`src/rtl/seg7_if.sv`:
```
// Display-word and scan-output bundle for the seven-segment scanner.
interface seg7_if;
  logic [31:0] data_i;
  logic        load_i;
  logic [7:0]  blank_i;
  logic [7:0]  dp_i;
  logic        lz_en_i;
  logic [7:0]  an_o;
  logic [6:0]  seg_o;
  logic        dp_o;
  logic        frame_o;

  modport master (output data_i, load_i, blank_i, dp_i, lz_en_i,
                  input  an_o, seg_o, dp_o, frame_o);
  modport slave  (input  data_i, load_i, blank_i, dp_i, lz_en_i,
                  output an_o, seg_o, dp_o, frame_o);
endinterface

```
`src/rtl/seg7_scanner.sv`:
```
// 8-digit common-anode hex scanner; new words are double-buffered and
// committed only at frame wrap so a digit never shows a torn value.
module seg7_scanner #(
  parameter int SCAN_DIV = 100000
) (
  input  logic   clk_i,
  input  logic   rst_i,
  seg7_if.slave  bus
);
  localparam int DW = (SCAN_DIV > 1) ? $clog2(SCAN_DIV) : 1;

  logic [DW-1:0] div;
  logic [2:0]    dig;
  logic [31:0]   pend, disp;
  logic          pend_v;
  logic          tick, wrap;
  logic [7:0]    lz_mask;
  logic [3:0]    nib;
  logic          dark;

  assign tick = (div == DW'(SCAN_DIV - 1));
  assign wrap = tick && (dig == 3'd7);

  // Digit k goes dark when it and every more-significant nibble are zero.
  assign lz_mask[0] = 1'b0;
  for (genvar k = 1; k < 8; k++) begin : g_lz
    assign lz_mask[k] = bus.lz_en_i && (disp[31:4*k] == '0);
  end

  assign nib  = disp[{dig, 2'b00} +: 4];
  assign dark = bus.blank_i[dig] | lz_mask[dig];

  function automatic logic [6:0] hex7(input logic [3:0] n);
    case (n)
      4'h0: hex7 = 7'h40;  4'h1: hex7 = 7'h79;
      4'h2: hex7 = 7'h24;  4'h3: hex7 = 7'h30;
      4'h4: hex7 = 7'h19;  4'h5: hex7 = 7'h12;
      4'h6: hex7 = 7'h02;  4'h7: hex7 = 7'h78;
      4'h8: hex7 = 7'h00;  4'h9: hex7 = 7'h10;
      4'hA: hex7 = 7'h08;  4'hB: hex7 = 7'h03;
      4'hC: hex7 = 7'h46;  4'hD: hex7 = 7'h21;
      4'hE: hex7 = 7'h06;  default: hex7 = 7'h0E;
    endcase
  endfunction

  always_ff @(posedge clk_i) begin
    if (rst_i) begin
      div         <= '0;
      dig         <= '0;
      pend        <= '0;
      pend_v      <= 1'b0;
      disp        <= '0;
      bus.an_o    <= 8'hFF;
      bus.seg_o   <= 7'h7F;
      bus.dp_o    <= 1'b1;
      bus.frame_o <= 1'b0;
    end else begin
      div <= tick ? '0 : div + DW'(1);
      if (tick) dig <= dig + 3'd1;

      // A load landing exactly on wrap bypasses the pending stage.
      if (wrap && bus.load_i) begin
        pend   <= bus.data_i;
        disp   <= bus.data_i;
        pend_v <= 1'b0;
      end else begin
        if (bus.load_i) begin
          pend   <= bus.data_i;
          pend_v <= 1'b1;
        end
        if (wrap && pend_v) begin
          disp   <= pend;
          pend_v <= 1'b0;
        end
      end

      bus.frame_o <= wrap;
      if (dark) begin
        bus.an_o  <= 8'hFF;
        bus.seg_o <= 7'h7F;
        bus.dp_o  <= 1'b1;
      end else begin
        bus.an_o  <= ~(8'b1 << dig);
        bus.seg_o <= hex7(nib);
        bus.dp_o  <= ~bus.dp_i[dig];
      end
    end
  end
endmodule

```
`src/flat_wrapper.sv`:
```
// flat-port wrapper written by rule: the top's interface ports become plain ports
module seg7_scanner_flat 
#(
  parameter int SCAN_DIV = 100000
)
  (clk_i, rst_i, bus_data_i, bus_load_i, bus_blank_i, bus_dp_i, bus_lz_en_i, bus_an_o, bus_seg_o, bus_dp_o, bus_frame_o);
  seg7_if bus_i ();
  input  logic clk_i;
  input  logic rst_i;
  input wire logic [$bits(bus_i.data_i)-1:0] bus_data_i;
  input wire logic [$bits(bus_i.load_i)-1:0] bus_load_i;
  input wire logic [$bits(bus_i.blank_i)-1:0] bus_blank_i;
  input wire logic [$bits(bus_i.dp_i)-1:0] bus_dp_i;
  input wire logic [$bits(bus_i.lz_en_i)-1:0] bus_lz_en_i;
  output wire logic [$bits(bus_i.an_o)-1:0] bus_an_o;
  output wire logic [$bits(bus_i.seg_o)-1:0] bus_seg_o;
  output wire logic [$bits(bus_i.dp_o)-1:0] bus_dp_o;
  output wire logic [$bits(bus_i.frame_o)-1:0] bus_frame_o;
  assign bus_i.data_i = bus_data_i;
  assign bus_i.load_i = bus_load_i;
  assign bus_i.blank_i = bus_blank_i;
  assign bus_i.dp_i = bus_dp_i;
  assign bus_i.lz_en_i = bus_lz_en_i;
  assign bus_an_o = bus_i.an_o;
  assign bus_seg_o = bus_i.seg_o;
  assign bus_dp_o = bus_i.dp_o;
  assign bus_frame_o = bus_i.frame_o;
  seg7_scanner #(.SCAN_DIV(SCAN_DIV)) u_core (.clk_i(clk_i), .rst_i(rst_i), .bus(bus_i));
endmodule
```
`config.mk`:
```
export PLATFORM = sky130hd
export DESIGN_NAME = seg7_scanner_flat
export DESIGN_NICKNAME = d
export VERILOG_FILES = /design/src/rtl/seg7_if.sv /design/src/rtl/seg7_scanner.sv /design/src/flat_wrapper.sv
export SDC_FILE = /design/constraint.sdc
export NUM_CORES = 1
export LEC_CHECK = 0
export BUFFER_PORTS_ARGS = -buffer_cell sky130_fd_sc_hd__clkbuf_2
export CAP_MARGIN = 20
export CORE_MARGIN = 4
export CORE_UTILIZATION = 55
export DETAILED_ROUTE_END_ITERATION = 16
export GPL_ROUTABILITY_DRIVEN = 0
export GPL_TIMING_DRIVEN = 0
export HOLD_SLACK_MARGIN = 0.03
export PLACE_DENSITY = 0.82
export SETUP_SLACK_MARGIN = 0.1
export SYNTH_ARGS = -nofsm -noshare
export SYNTH_HDL_FRONTEND = slang
export SYNTH_SLANG_ARGS = --single-unit
```
`constraint.sdc`:
```
create_clock -name clk_i -period 2.8 [get_ports clk_i]
set_input_delay 0.28 -clock clk_i [delete_from_list [all_inputs] [get_ports clk_i]]
set_output_delay 0.28 -clock clk_i [all_outputs]
set_load 0.05 [all_outputs]
```
==> results of run 1 <==
[through the flow]
step                      worst slack (ns)  power, W
after global routing                 0.136   0.00275
after detailed placement             0.295   0.00175
after CTS                            0.268   0.00268
after global placement               0.354   0.00174
final                                0.283   0.00266
after floorplan                      0.520   0.00167
[sequential cells by signal, indices dropped and copies added, names as in the netlist]
signal,cells
u_core.disp,32
u_core.pend,32
u_core.div,17
u_core.bus.an_o,8
u_core.bus.seg_o,7
u_core.dig,3
u_core.bus.dp_o,1
u_core.bus.frame_o,1
u_core.pend_v,1
[synth_stat cells, types with 7 or more instances]
| cell type | n |
|---|---|
| dfxtp_1 | 102 |
| nor2_1 | 92 |
| mux2i_1 | 38 |
| o22ai_1 | 25 |
| nor3_1 | 23 |
| nand2_1 | 19 |
| ha_1 | 13 |
| nand3_1 | 13 |
| a211oi_1 | 12 |
| clkbuf_1 | 12 |
| inv_1 | 8 |
| mux4_2 | 8 |
| nand2b_1 | 8 |
| xnor2_1 | 8 |
| xor2_1 | 8 |
| buf_2 | 7 |
| nor4_1 | 7 |
[cell usage in the layout (no fill, tap or decap), types with 2 or more instances in the layout]
cell type,count
a211oi_1,12
and2_1,2
nand2b_1,8
buf_2,7
o31ai_1,2
a41oi_1,2
mux2_2,2
and4_1,2
inv_1,8
mux4_1,4
o22ai_1,25
nand2_1,19
nor2_1,92
dfxtp_1,102
nand3_1,13
and3_1,5
buf_1,2
o2bb2ai_1,3
xor2_1,8
nor3_1,23
xnor2_1,8
buf_4,3
ha_1,13
mux2_4,2
o211ai_1,3
mux2i_1,38
buf_6,3
clkbuf_1,12
a21o_1,2
clkinv_4,2
o221ai_1,3
mux4_2,8
a2111oi_2,2
nor4_1,7
nand4_1,3
clkbuf_8,12
a21oi_1,4
nor4bb_1,2
clkbuf_2,66
[cell families after synthesis]
family | count (synthesis) | share of synthesized area [%]
flip-flops | 102 | 43.9
AND/OR/NAND/NOR | 184 | 18.4
XOR/XNOR | 16 | 3.01
AO/OA/AOI/OAI | 62 | 9.84
buffers and inverters | 41 | 5.21
multiplexers | 56 | 16.2
adder cells (fa/ha/maj) | 13 | 3.49
[cell type report]
type                            count  area [um2]
Inverter                           10        37.5
Timing Repair Buffer               66         330
Multi-Input combinational cell    331        2370
Clock buffer                        9         124
Buffer                             31         205
Clock inverter                      7        80.1
Tap cell                          105         131
Sequential cell                   102        2040
Fill cell                         694        2900
[power by group]
part           switching [W]  internal [W]
sequential         0.0000174       0.00149
clock               0.000524      0.000424
combinational       0.000125     0.0000840
total               0.000666       0.00200
[layer usage]
metal  up-vias  track usage [%]
met3        29             5.07
met2       131             38.0
li1       1841                -
met5         -                0
met4         0             6.74
met1      1831             26.7
[worst max-delay path, stage by stage, from the launching register on]
cell and delay [ns]:
dfxtp_1 0.39, buf_6 0.17, buf_12 0.15, mux4_1 0.55
mux2_2 0.34, inv_1 0.14, ha_1 0.25, inv_1 0.08
mux2i_1 0.07, mux2_2 0.27, nand2_1 0.06
[worst paths after layout]
kind	start	to	slack, ns	depth (start not counted)
worst min register to register	u_core.div[0]	u_core.div[0]	0.48	1
worst max-delay path	u_core.dig[0]	u_core.bus.seg_o[3]	0.28	10
worst min-delay path	bus_data_i[11]	u_core.pend[11]	0.17	3
worst max register to register	u_core.dig[0]	u_core.bus.seg_o[3]	0.28	10
==> flow_summary_export.csv, run 1 <==
group,metric,value,unit
logic_synthesis,yosys_warnings,0,
logic_synthesis,synth.lib_cells_used.distinct,54,
drt,drt_iter0_markers,227,
power,static-leakage-power,2.23,nW
floorplan,io_pins,69,
logic_synthesis,synth_edf_count,0,
drt,drt_pass1_iterations,5,
outcome,run_status,"completed",
timing,final-max-slew-violation-count,0,
timing,timing.final.setup_violations,0,
logic_synthesis,share_of_synthesized_area_occupied_by_flip_flops_and_latches,43.9,%
cells_and_area,post-route-util,64.8,%
logic_synthesis,ys_seq_elements,102,
critical_path,worstPathArrival,2.82,ns
timing,tns,0,ns
place,port-buffer-count,66,
cells_and_area,post-route-cell-area,5320,um2
place,hpwl,8100,um
grt,grt_max_degree,19,
timing,fin_crit,2.52,ns
floorplan,floorplan.rows,33,
logic_synthesis,post_synth_instance_area,4660,um2
grt,first_global_vias,3774,
flow_run,max-cap-violations,0,
drt,vias_per_cell,5.80,
clocking,post_cts_clock_slew_at_the_launch_and_capture_registers_of_the_worst_setup_and_hold_paths,0.10,ns
critical_path,path_max_fanout,10,
clocking,cts.sink_count,102,
clocking,post_cts_hold_buffer_count,0,
grt,grt_pass1_wl,17500,um
timing,fin_worst_hold_slack,0.169,ns
critical_path,timing.critical_path.to_type,"flip-flop",
power,ir_drop,0.287,mV
clocking,max-clock-path-buffers,2,
drt,drtAntennaViolNets,0,
clocking,cts_tree,"built",
drt,dr_wl_cell,16.6,um
timing,post-route-period-util,89.9,%
logic_synthesis,portion_of_synthesized_cell_area_occupied_by_the_leading_cell_type,43.9,%
drt,dr_wl_met3,623,um
logic_synthesis,synth_cells,474,
timing,finClkSkew,0.0173,ns
floorplan,total_die_area,10000,um2
place,placed_area,5120,um2
drt,drc,0,
clocking,insertion_delay,0.37,ns
grt,initial_antenna_violation_count,0,
drt,dr_wl_met2,5480,um
min_path,holdCritPathClass,"in2reg",
floorplan,die_h,100,um
clocking,cts-resized-gates,0,
timing,fmax,397,MHz
timing,final_report_hold_violation_count,0,
logic_synthesis,synthDominantAreaCellType,"dfxtp_1",
drt,via_count,3832,
cells_and_area,drive_above_1_share,21.6,%
critical_path,path_class,"reg2reg",
cells_and_area,antenna_cells,0,
drt,sum_of_routed_wire_segments_on_met1,4590,um
timing,setup_repair_after_global_routing_missed_its_margin,"false",
logic_synthesis,synth.net_count,539,
cells_and_area,finalNonFillerCells,661,
timing,max_slew_margin,49.6,%
grt,overflow,0,
floorplan,starting_density,56.7,%
power,powerDensity,500,nW/um2
cells_and_area,layout.nets,616,
logic_synthesis,avgSynthCellArea,9.82,um2
logic_synthesis,share_of_synthesized_flip_flops_with_an_asynchronous_set_or_reset,0,%
drt,top_layer_used,"met4",
floorplan,die_x,100,um
clocking,clock_tree.htree_level_count,3,
floorplan,core_region_area,8220,um2
timing,worst-slew-pin-transition,0.756,ns
grt,grt_use_total,21.8,%
cells_and_area,flow.area_growth_from_synthesis,14.3,%
critical_path,cp.required,3.11,ns
clocking,cts.root.buffer_cell,"clkbuf_8",
clocking,postCtsSetupRepairBufs,0,
place,place.detailed.instances,645,
logic_synthesis,netlist_top_cells_area,"dfxtp_1, mux2i_1, nor2_1, mux4_2, ha_1",
logic_synthesis,synth_top_flop_cell,"dfxtp_1",
critical_path,critPathLaunchType,"flip-flop",
drt,drt_wl_total,10900,um
clocking,cts_buffers,9,
Note: power is estimated with default switching activity, not from simulation.
==> inputs of run 2 (changes only) <==
clock period = 2.4 ns   (was 2.8 ns; I/O delays follow)
==> run 2 against run 1 <==
Against the previous run:
- largest cell class unchanged
- clock-buffer cell count stayed put
- wire length up 3.5%
- flip-flop and latch count stayed put
- combinational power increased by 18%
- register-to-register slack worse by 0.11 ns
==> flow_summary_export.csv, run 2 (same netlist as run 1, synthesis figures left out) <==
group,metric,value,unit
timing,fmax,449,MHz
critical_path,path_max_fanout,6,
clocking,cts.root.buffer_cell,"clkbuf_8",
power,ir_drop,0.334,mV
min_path,min-delay-start,"bus_data_i[11]",
grt,grt_max_degree,19,
cells_and_area,final.fill_count,664,
drt,dr_wl_cell,16.8,um
timing,final_report_hold_violation_count,0,
clocking,cts_tree,"built",
cells_and_area,layout.nets,628,
drt,drt_iter0_markers,226,
floorplan,io_pins,69,
critical_path,cp.required,2.68,ns
cells_and_area,drive_above_1_share,25.0,%
clocking,max-clock-path-buffers,2,
power,post-layout-total-power,0.00311,W
drt,drc,0,
place,place_worst_setup_slack,-0.105,ns
clocking,insertion_delay,0.37,ns
clocking,cts.sink_count,102,
cells_and_area,reg_top3,"u_core.disp x32, u_core.pend x32, u_core.div x17",
timing,worst-slew-pin-transition,0.772,ns
floorplan,core_region_area,8220,um2
timing,timing.final.setup_violations,0,
critical_path,critPathLaunchType,"flip-flop",
drt,drt_pass1_iterations,6,
floorplan,starting_density,56.7,%
drt,vias_per_cell,5.83,
floorplan,die_x,100,um
min_path,holdCritPathClass,"in2reg",
floorplan,floorplan.rows,33,
clocking,clock_tree.htree_level_count,3,
floorplan,total_die_area,10000,um2
drt,via_count,3924,
power,static-leakage-power,2.30,nW
outcome,run_status,"completed",
cells_and_area,antenna_cells,0,
timing,post-route-period-util,92.9,%
timing,final-max-slew-violation-count,0,
cells_and_area,most-common-layout-cells,"dfxtp_1, nor2_1, clkbuf_2",
critical_path,reg2reg_from,"u_core.dig[0]",
timing,final_critical_path_setup_slack,0.171,ns
critical_path,crit_path_start,"u_core.dig[0]",
cells_and_area,layout_commonest_cell,"dfxtp_1",
critical_path,timing.critical_path.to_type,"flip-flop",
floorplan,die_h,100,um
grt,overflow,0,
timing,finClkSkew,0.0149,ns
grt,grt_use_total,21.9,%
timing,fin_crit,2.23,ns
critical_path,path_class,"reg2reg",
grt,initial_antenna_violation_count,0,
drt,drt_wl_total,11300,um
drt,drtAntennaViolNets,0,
critical_path,worstPathArrival,2.51,ns
cells_and_area,flow.area_growth_from_synthesis,17.7,%
grt,first_global_vias,3785,
timing,setup_repair_after_global_routing_missed_its_margin,"true",
clocking,post_cts_hold_buffer_count,0,
timing,max_slew_margin,48.5,%
grt,grt_pass1_wl,17600,um
place,port-buffer-count,66,
power,powerDensity,567,nW/um2
flow_run,max-cap-violations,0,
clocking,post_cts_clock_slew_at_the_launch_and_capture_registers_of_the_worst_setup_and_hold_paths,0.10,ns
clocking,cts_buffers,9,
place,hpwl,8100,um
[run 2: cell count changes in the layout (fill, tap and decap cells not counted), sizes merged]
| cell | previous run | this run |
|---|---|---|
| buf | 16 | 29 |
| clkbuf | 90 | 89 |
[run 2: cell type report]
class | instances | area (um2) | share of cell area [%]
multi-input cells | 331 | 2430 | 44.3
plain buffers | 31 | 213 | 3.88
repair buffers | 78 | 420 | 7.67
well taps | 105 | 131 | 2.40
clock buffers | 9 | 124 | 2.26
inverters | 10 | 42.5 | 0.776
clock inverters | 7 | 80.1 | 1.46
flip-flops and latches | 102 | 2040 | 37.3
[run 2: critical path, stage by stage, from the launching register on]
cell and delay, ns:
dfxtp_2 0.37, buf_8 0.13, buf_12 0.12, mux4_2 0.49
mux2_4 0.32, inv_4 0.09, buf_4 0.11, mux2_1 0.32
o221ai_1 0.19
[run 2: power by group]
group	switching, W	internal [W]
sequential	0.0000205	0.00174
clock	0.000610	0.000495
combinational	0.000147	0.0000993
total	0.000777	0.00233
[run 2: routing by layer]
layer  routed length, um  track usage [%]
met1                4540             26.8
met2                5700             38.3
met3                 782             5.07
met4                 305             6.74
met5                   0                0
[run 2: timing repair]
item / 4_1_cts / 5_1_grt
resized for setup: 6 / 15
setup endpoints to repair: 5 / 29
cloned: 0 / 0
setup buffers: 2 / 10
pin swaps: 0 / 1
[run 2: final timing paths]
| check | to | slack, ns | cells after the start |
|---|---|---|---|
| min reg2reg | u_core.div[0] | 0.48 | 1 |
| max reg2reg | u_core.bus.seg_o[1] | 0.17 | 8 |
| max | u_core.bus.seg_o[1] | 0.17 | 8 |
| min | u_core.pend[11] | 0.13 | 3 |
[run 2: metrics by stage]
step	std cells	hold WS (ns)	util, %	instance area (um2)	TNS (ns)
after floorplan	474	0.387	-	4660	0
after global placement	645	0.444	62.3	5120	-0.0464
after detailed placement	645	0.470	62.3	5120	-0.105
after CTS	663	0.115	65.0	5340	0
after global routing	673	0.131	66.7	5480	0
final	673	0.128	66.7	5480	0
==> inputs of run 3 (changes only) <==
CORE_UTILIZATION = 51   (was 55)
PLACE_DENSITY = 0.8   (was 0.82)
clock period = 2.04 ns   (was 2.4 ns; I/O delays follow)
==> run 3 against run 2 <==
Against the previous run:
- the run now ends with setup timing left
- clock-buffer cell count unchanged
- die area up 7.2%
- worst setup slack worse by 0.29 ns
- power up 24%
- clock power up 35%
- cell count up 2.5%
- register-to-register slack worse by 0.29 ns
- utilization down 0.44 points
- non-clock buffer count up 14
- clock skew down 0.0031 ns
- first-iteration DRC count up 84%
- critical path type unchanged
- highest routed layer is now met5
==> flow_summary_export.csv, run 3 (same netlist as run 1, synthesis figures left out) <==
group,metric,value,unit
flow_run,max-cap-violations,0,
timing,final_critical_path_setup_slack,-0.120,ns
place,place.detailed.instances,648,
drt,drc,0,
grt,first_global_vias,4028,
timing,final-max-slew-violation-count,0,
critical_path,path_max_fanout,5,
clocking,cts_buffers,9,
timing,worst-slew-pin-transition,0.738,ns
critical_path,slowest_stage,"mux4_2",
clocking,cts_tree,"built",
outcome,violated_checks,"setup timing",
grt,grt_use_total,22.3,%
timing,final_report_hold_violation_count,0,
critical_path,cpLargestDelayFamily,"buffers and inverters",
timing,post-route-period-util,106,%
cells_and_area,layout.nets,642,
drt,vias_per_cell,5.95,
floorplan,floorplan.rows,34,
critical_path,timing.critical_path.slowest_cell_delay,0.52,ns
critical_path,path_class,"reg2reg",
floorplan,die_x,104,um
clocking,cts.sink_count,102,
floorplan,die_h,104,um
grt,grt_pass1_wl,19800,um
place,placed_area,5140,um2
critical_path,critPathLaunchType,"flip-flop",
drt,drt_iter0_markers,416,
timing,fin_crit,2.16,ns
cells_and_area,reg_top3,"u_core.disp x32, u_core.pend x32, u_core.div x17",
drt,drt_pass1_iterations,6,
floorplan,io_pins,69,
power,static-leakage-power,2.44,nW
critical_path,timing.critical_path.to_type,"flip-flop",
timing,setup_repair_after_global_routing_missed_its_margin,"true",
drt,dr_wl_cell,17.6,um
clocking,insertion_delay,0.38,ns
power,powerDensity,659,nW/um2
clocking,cts.root.buffer_cell,"clkbuf_8",
cells_and_area,antenna_cells,0,
clocking,post_cts_hold_buffer_count,0,
drt,via_count,4105,
timing,fmax,463,MHz
place,port-buffer-count,66,
critical_path,cp.buffers_inverters,6,
outcome,run_status,"complete, but fails checks",
grt,initial_antenna_violation_count,1,
critical_path,worstPathArrival,2.43,ns
grt,grt_max_degree,19,
floorplan,core_region_area,8810,um2
cells_and_area,drive_above_1_share,31.3,%
floorplan,total_die_area,10700,um2
floorplan,starting_density,52.9,%
cells_and_area,finalNonFillerCells,690,
clocking,clock_tree.htree_level_count,3,
cells_and_area,layout_commonest_cell,"dfxtp_1",
cells_and_area,post-route-cell-area,5840,um2
critical_path,cp.required,2.31,ns
cells_and_area,most-common-layout-cells,"dfxtp_1, nor2_1, clkbuf_2",
timing,timing.final.setup_violations,15,
drt,drtAntennaViolNets,0,
critical_path,timing.critical_path.mode_cell,"buf_6",
timing,max_slew_margin,50.8,%
drt,drt_wl_total,12200,um
min_path,holdCritPathClass,"in2reg",
critical_path,ordered_list_of_cells_on_the_worst_path,"buf_6, buf_12, buf_6, buf_8, mux4_2, nor2_4, nor2_4, a211oi_4, buf_6, buf_6, nand3_1",
grt,overflow,0,
timing,finClkSkew,0.0119,ns
cells_and_area,flow.area_growth_from_synthesis,25.3,%
clocking,post_cts_clock_slew_at_the_launch_and_capture_registers_of_the_worst_setup_and_hold_paths,0.10,ns
place,hpwl,8200,um
timing,fin_worst_hold_slack,0.0752,ns
power,ir_drop,0.403,mV
timing,tns,-1.23,ns
clocking,max-clock-path-buffers,2,
## run 3: cell count changes in the layout (fill, tap and decap cells not counted), sizes merged
cell / before / now
clkinv: 4 / 2
clkbuf: 89 / 91
clkinvlp: 1 / 2
bufinv: 1 / 2
buf: 29 / 41
## run 3: where the power goes
part | leakage (nW) | switching (W) | internal [W] | total (W)
Sequential | 0.834 | 0.0000254 | 0.00204 | 0.00207
Combinational | 1.50 | 0.000178 | 0.000126 | 0.000304
Clock | 0.109 | 0.000766 | 0.000710 | 0.00148
Total | 2.44 | 0.000969 | 0.00288 | 0.00385
## run 3: what timing repair did
action | CTS | global route
gates resized for setup | 38 | 30
endpoints found under the hold margin | 0 | 0
setup endpoints to repair | 58 | 57
pin swaps | 4 | 6
buffers inserted | 16 | 7
gates cloned | 3 | 1
## run 3: stage by stage
| stage | worst slack, ns | total power (W) | utilization (%) |
|---|---|---|---|
| 2_1_floorplan | -0.0700 | 0.00229 | - |
| 3_3_place_gp | -0.178 | 0.00238 | 58.4 |
| 3_5_place_dp | -0.228 | 0.00240 | 58.4 |
| 4_1_cts | -0.109 | 0.00384 | 64.2 |
| 5_1_grt | -0.208 | 0.00396 | 66.3 |
| 6_report | -0.120 | 0.00385 | 66.3 |
## run 3: metal layers
metal  share of wire (%)  wire length [um]  track usage (%)
met3                 7.7               938             5.10
met4                 3.5               427             9.12
met2                  48              5840             37.2
met1                  41              4950             28.0
met5               0.058                 7                0
## run 3: layout make-up
type	count	area, um2
Clock buffer	9	124
Buffer	30	245
Clock inverter	7	106
Tap cell	108	135
Sequential cell	102	2050
Multi-Input combinational cell	331	2570
Timing Repair Buffer	93	557
Inverter	10	47.5
Fill cell	669	2970
## run 3: worst paths after layout
kind                                       from            endpoint  slack (ns)  cells past startpoint
worst min-delay path                      rst_i      u_core.disp[3]        0.08                      2
worst min register to register  u_core.pend[14]     u_core.disp[14]        0.50                      2
worst max register to register    u_core.dig[0]  u_core.bus.an_o[4]       -0.12                     11
worst max-delay path              u_core.dig[0]  u_core.bus.an_o[4]       -0.12                     11
## run 3: worst register-to-register path, delay by kind of cell (launching register included)
kind / cells / cell delay [ns]
simple gates: 3 / 0.26
mux: 1 / 0.52
buf+inv: 6 / 0.68
compound gates: 1 / 0.24
flops: 1 / 0.35
